<file path="src/rtl/booth_mult_ctrl_pkg.sv">
// booth_mult_ctrl_pkg: shared multdiv types and width constants.
package booth_mult_ctrl_pkg;
  typedef enum logic [1:0] {IDLE, RUN, DONE} state_t;
  localparam int MULT_STEPS = 32;
  localparam int OP_W = 32;
  localparam int PROD_W = 65;
endpackage

</file>
<file path="src/rtl/booth_mult_ctrl_if.sv">
// booth_mult_ctrl_if: start/operand/result bundle between ALU and Booth multiplier.
interface booth_mult_ctrl_if;
  import booth_mult_ctrl_pkg::*;
  logic ctrl_MULT;
  logic [OP_W-1:0] data_operandA;
  logic [OP_W-1:0] data_operandB;
  logic [OP_W-1:0] data_result;
  logic data_exception;
  logic data_resultRDY;
  logic busy;
  modport master (output ctrl_MULT, data_operandA, data_operandB,
                  input data_result, data_exception, data_resultRDY, busy);
  modport slave (input ctrl_MULT, data_operandA, data_operandB,
                 output data_result, data_exception, data_resultRDY, busy);
endinterface

</file>
<file path="src/rtl/booth_mult_ctrl_prod_reg65_sr.sv">
// prod_reg65_sr: 65-bit product register with sync active-low clear and write enable.
module prod_reg65_sr
  import booth_mult_ctrl_pkg::*;
(
  input  logic              i_clk,
  input  logic              i_rst_n,
  input  logic              i_en,
  input  logic [PROD_W-1:0] i_d,
  output logic [PROD_W-1:0] o_q
);
  logic [PROD_W-1:0] r_q;
  always_ff @(posedge i_clk)
    if (!i_rst_n) r_q <= '0;
    else if (i_en) r_q <= i_d;
  assign o_q = r_q;
endmodule

</file>
<file path="src/rtl/booth_mult_ctrl.sv">
// booth_mult_ctrl: sequential 32x32 signed radix-2 Booth multiplier with overflow flag.
module booth_mult_ctrl
  import booth_mult_ctrl_pkg::*;
(
  input  logic              clock,
  input  logic              reset,
  booth_mult_ctrl_if.slave  bus
);
  state_t r_state;
  logic [OP_W-1:0] r_a;
  logic [4:0] r_cnt;
  logic [OP_W-1:0] r_result;
  logic r_exc;
  logic r_rdy;
  logic r_busy;
  logic [PROD_W-1:0] w_p;
  logic [PROD_W-1:0] w_p_step;
  logic [PROD_W-1:0] w_p_d;
  logic [OP_W:0] w_up;
  logic [OP_W:0] w_a;
  logic [OP_W:0] w_sum;
  logic w_start;
  logic w_en;
  assign w_start = (r_state == IDLE) && bus.ctrl_MULT;
  assign w_en = w_start || (r_state == RUN);
  assign w_up = {w_p[PROD_W-1], w_p[PROD_W-1:OP_W+1]};
  assign w_a = {r_a[OP_W-1], r_a};
  // 33-bit sum keeps A = 0x80000000 from wrapping the accumulator
  assign w_sum = (w_p[1:0] == 2'b01) ? w_up + w_a :
                 (w_p[1:0] == 2'b10) ? w_up - w_a : w_up;
  assign w_p_step = {w_sum, w_p[OP_W:1]};
  assign w_p_d = w_start ? {{OP_W{1'b0}}, bus.data_operandB, 1'b0} : w_p_step;
  prod_reg65_sr u_prod (
    .i_clk(clock),
    .i_rst_n(reset),
    .i_en(w_en),
    .i_d(w_p_d),
    .o_q(w_p)
  );
  always_ff @(posedge clock) begin
    if (!reset) begin
      r_state <= IDLE;
      r_a <= '0;
      r_cnt <= '0;
      r_result <= '0;
      r_exc <= 1'b0;
      r_rdy <= 1'b0;
      r_busy <= 1'b0;
    end else begin
      case (r_state)
        IDLE: begin
          r_rdy <= 1'b0;
          if (bus.ctrl_MULT) begin
            r_a <= bus.data_operandA;
            r_cnt <= '0;
            r_busy <= 1'b1;
            r_state <= RUN;
          end
        end
        RUN: begin
          r_cnt <= r_cnt + 5'd1;
          if (r_cnt == 5'(MULT_STEPS - 1)) begin
            r_result <= w_p_step[OP_W:1];
            r_exc <= w_p_step[PROD_W-1:OP_W+1] != {OP_W{w_p_step[OP_W]}};
            r_rdy <= 1'b1;
            r_state <= DONE;
          end
        end
        DONE: begin
          r_rdy <= 1'b0;
          r_busy <= 1'b0;
          r_state <= IDLE;
        end
        default: r_state <= IDLE;
      endcase
    end
  end
  assign bus.data_result = r_result;
  assign bus.data_exception = r_exc;
  assign bus.data_resultRDY = r_rdy;
  assign bus.busy = r_busy;
endmodule

</file>
<file path="src/flat_wrapper.sv">
// flat-port wrapper written by rule: the top's interface ports become plain ports
module booth_mult_ctrl_flat import booth_mult_ctrl_pkg::*;
  (clock, reset, bus_ctrl_MULT, bus_data_operandA, bus_data_operandB, bus_data_result, bus_data_exception, bus_data_resultRDY, bus_busy);
  booth_mult_ctrl_if bus_i ();
  input  logic clock;
  input  logic reset;
  input wire logic [$bits(bus_i.ctrl_MULT)-1:0] bus_ctrl_MULT;
  input wire logic [$bits(bus_i.data_operandA)-1:0] bus_data_operandA;
  input wire logic [$bits(bus_i.data_operandB)-1:0] bus_data_operandB;
  output wire logic [$bits(bus_i.data_result)-1:0] bus_data_result;
  output wire logic [$bits(bus_i.data_exception)-1:0] bus_data_exception;
  output wire logic [$bits(bus_i.data_resultRDY)-1:0] bus_data_resultRDY;
  output wire logic [$bits(bus_i.busy)-1:0] bus_busy;
  assign bus_i.ctrl_MULT = bus_ctrl_MULT;
  assign bus_i.data_operandA = bus_data_operandA;
  assign bus_i.data_operandB = bus_data_operandB;
  assign bus_data_result = bus_i.data_result;
  assign bus_data_exception = bus_i.data_exception;
  assign bus_data_resultRDY = bus_i.data_resultRDY;
  assign bus_busy = bus_i.busy;
  booth_mult_ctrl u_core (.clock(clock), .reset(reset), .bus(bus_i));
endmodule
</file>
<file path="config.mk">
export PLATFORM = sky130hd
export DESIGN_NAME = booth_mult_ctrl_flat
export DESIGN_NICKNAME = d
export VERILOG_FILES = /design/src/rtl/booth_mult_ctrl_pkg.sv /design/src/rtl/booth_mult_ctrl_if.sv /design/src/rtl/booth_mult_ctrl_prod_reg65_sr.sv /design/src/rtl/booth_mult_ctrl.sv /design/src/flat_wrapper.sv
export SDC_FILE = /design/constraint.sdc
export NUM_CORES = 1
export LEC_CHECK = 0
export BUFFER_PORTS_ARGS = -buffer_cell sky130_fd_sc_hd__buf_2
export CORE_UTILIZATION = 40
export DETAILED_ROUTE_END_ITERATION = 7
export GPL_TIMING_DRIVEN = 0
export HOLD_SLACK_MARGIN = 0.05
export PLACE_DENSITY_LB_ADDON = 0.15
export REMOVE_ABC_BUFFERS = 1
export SETUP_SLACK_MARGIN = 0.3
export SYNTH_ARGS = -nofsm -noshare
export SYNTH_HDL_FRONTEND = slang
export SYNTH_HIERARCHICAL = 1
export SYNTH_SLANG_ARGS = --single-unit
</file>
<file path="constraint.sdc">
create_clock -name clock -period 4.6 [get_ports clock]
set_input_delay 0.46 -clock clock [delete_from_list [all_inputs] [get_ports clock]]
set_output_delay 0.46 -clock clock [all_outputs]
set_load 0.05 [all_outputs]
</file>
==> results.toml <==
[outcome]
run_status = "finished, final reports clean"

[floorplan]
design.core.area_mm2 = 0.0261
rows = 59
die_h_um = 165
floorplan.die.width_um = 165
start_util = 0.408
fp.dieArea_mm2 = 0.0272
io_pins = 102

[setup_path]
critical-path-top-delay-family = "compound AO/OA/AOI/OAI gates"
cp_data_required_time_ps = 4890
critPathCaptureType = "register"
cp_num_buf_inv = 1
critical_path_class = "register to register"
critPathArrivalTime_ps = 4470
critPathMaxFanout = 8
slowest_delay_ps = 520
crit_path_cell_trace = "inv_1 > ha_2 > o211ai_1 > a21o_1 > a31oi_4 > a21o_4 > a31oi_2 > o41a_1 > a311oi_1 > o2bb2ai_2 > or4_1 > or4b_1 > mux2i_4 > a41oi_1"
worstSetupStartpointType = "register"
slowest_stage = "or4_1"

[power_and_ir_drop]
total_power_w = 0.00368
leakagePower_nw = 5.22
vdd.ir_drop.worst_uv = 273
p_per_area_mw_per_mm2 = 300

[yosys]
synth_seq_cells = 139
yosysWarnings = 6
synth-edff-count = 0
synthTopCellsByArea = "dfxtp_1, nand2_1, ha_1"
most_common_cell_in_the_synthesized_netlist = "nand2_1"
synth_cell_type_count = 80
yosys_most_used_dff = "dfxtp_1"
syn-cell-area_mm2 = 0.0106
yosysTopAreaCell = "dfxtp_1"
syn_inst = 1456
async_flop_share = 0
ys_seq_area_frac = 0.262
synth_top_cells_by_count = "nand2_1, dfxtp_1, nor2_1"
avgSynthCellArea_um2 = 7.30
post-synth-top-area-fraction = 0.262

[route]
drt_pre_antenna_iters = 5
wire_per_inst_um = 17.9
route.detailed.drc = 0
detail_route.wirelength_um = 33000
route.detailed.vias_per_inst = 5.65
vias = 10400
ant_nets = 0
drtIter0Drc = 679

[place]
place.port_buffers = 101
dp_hpwl_um = 22100
place_area_mm2 = 0.0112
last_weighted_congestion_value_of_the_routability_driven_placer = 0.919

[timing]
period_needed_ps = 4180
timing.final.hold_violations = 0
tightestPinTransition_ps = 1330
fmaxAchievable_mhz = 239
setup_viol_count_final = 0
final.setup_skew_ps = 11.8
slew-limit-headroom = 0.111
period_share = 0.908
timing_max_transition_violations_final = 0
final.setup.tns_ps = 0
rsz0062_at_grt = "no"

[cells_and_area]
area_growth_syn_to_layout_pct = 15.1
area_of_the_multi_input_gates_mm2 = 0.00747
diodes = 0
finalNetCount = 1625
final_layout_size_suffix_gt1_frac = 0.149
final.fill_count = 2695
sequential_area_mm2 = 0.00279
finalInstanceArea_mm2 = 0.0122

[cts]
cts_hold_repair.buffers = 0
clock_path_buffers = 2
clock_tree_from_tritoncts = "built"
level_count_of_the_clock_h_tree = 4
cts.sinks = 139
clock_latency_ps = 430
clock_tree.root_cell = "clkbuf_16"
number_of_buffers_created_by_cts = 17
worst_setup_hold_path_clk_slew_ps = 70

[grt]
vias_in_the_first_global_route = 9835
grt_overflow = 0
grt_start_max_net_pins = 71
grt_antenna_before_repair = 1
gr-usage-all-layers = 0.249
grt_first_pass_wirelength_um = 53000

[min_path]
hp-class = "input port to register"

[run]
drv_cap = 0
worst register-to-register path: stages (launching register included):
cell,delay (ps)
dfxtp_1,360
inv_1,60
ha_2,380
o211ai_1,110
a21o_1,230
a31oi_4,240
a21o_4,180
a31oi_2,120
o41a_1,430
a311oi_1,340
o2bb2ai_2,130
or4_1,520
or4b_1,520
mux2i_4,280
a41oi_1,150
sequential cells by signal, indices dropped and copies added (netlist names):
signal	cells
u_core/bus.data_result	32
u_core/bus.data_exception	1
u_core/r_state	2
u_core/r_cnt	5
u_core/bus.busy	1
u_core/r_a	32
u_core/bus.data_resultRDY	1
u_core/u_prod/o_q	65
timing repair:
action                     4_1_cts  5_1_grt
pin swaps                        2        6
cloned                           1        0
hold endpoints to repair         0        0
setup endpoints to repair        4        1
setup buffers                    3        3
resized for setup               27       48
final timing paths:
path / start / to / slack (ps) / cells after the start
min reg2reg: u_core/bus.data_result[11] / u_core/bus.data_result[11] / 460 / 2
min: bus_data_operandA[1] / u_core/r_a[1] / 260 / 3
max reg2reg: u_core/r_a[2] / u_core/bus.data_exception / 420 / 14
max: u_core/r_a[2] / u_core/bus.data_exception / 420 / 14
cell usage in the layout, fill, tap and decap left out, types with 7 or more instances in the layout:
master / netlist / final
nor2b_1: 86 / 85
nor4_1: 10 / 8
a21o_1: 11 / 11
dfxtp_1: 139 / 135
a21oi_1: 75 / 71
a221oi_1: 11 / 9
ha_1: 66 / 49
inv_1: 65 / 62
mux2i_1: 73 / 72
o31ai_1: 15 / 12
ha_4: 0 / 10
nor2_1: 119 / 117
o21bai_1: 7 / 7
and2_1: 12 / 11
nand2b_1: 14 / 14
ha_2: 0 / 7
o21a_1: 8 / 8
a21boi_0: 65 / 64
nand4_1: 14 / 14
a31oi_1: 13 / 12
buf_4: 3 / 7
nand3_1: 26 / 26
o21ai_0: 59 / 57
nor3_1: 23 / 22
nand2_1: 294 / 290
clkbuf_16: 0 / 17
o22ai_1: 11 / 11
and3_1: 8 / 8
or3_1: 7 / 7
a211oi_1: 13 / 12
buf_2: 14 / 100
o211ai_1: 9 / 9
final cells by class:
type,count,share of cell area
timing repair inverter,1,0.000409
clock buffer,18,0.0359
tap,335,0.0343
multi-input combinational,1150,0.611
clock inverter,13,0.0129
inverter,69,0.0220
timing repair buffer,112,0.0558
sequential,139,0.228
layer usage:
layer	routed length [um]	vias to the layer above	track usage
li1	-	5154	-
met1	15300	4853	0.331
met2	14600	324	0.392
met3	2410	46	0.0665
met4	677	0	0.0696
met5	0	-	0
metrics by stage:
step | hold WS (ps) | util | instances | setup slack (ps)
floorplan | 454 | - | 1358 | 121
global placement | 452 | 0.425 | 1794 | -3010
detailed placement | 452 | 0.431 | 1799 | -1200
CTS | 262 | 0.459 | 1834 | 301
global route | 279 | 0.470 | 1837 | 271
finish | 262 | 0.470 | 1837 | 422
where the power goes:
group / leakage, nW / total (W) / switching, W / internal, W
registers: 1.13 / 0.00130 / 0.0000538 / 0.00125
clock network: 0.284 / 0.00145 / 0.000627 / 0.000827
logic: 3.80 / 0.000920 / 0.000555 / 0.000365
total: 5.22 / 0.00368 / 0.00124 / 0.00244
kinds of logic after synthesis:
family / count (synthesis) / share of synthesized area
AO/OA/AOI/OAI: 374 / 0.243
XOR/XNOR: 1 / 0.000824
adder cells (fa/ha/maj): 68 / 0.0814
buffers and inverters: 167 / 0.0700
flip-flops: 139 / 0.262
multiplexers: 74 / 0.0698
AND/OR/NAND/NOR: 633 / 0.273
Note: power is estimated with default switching activity, not from simulation.
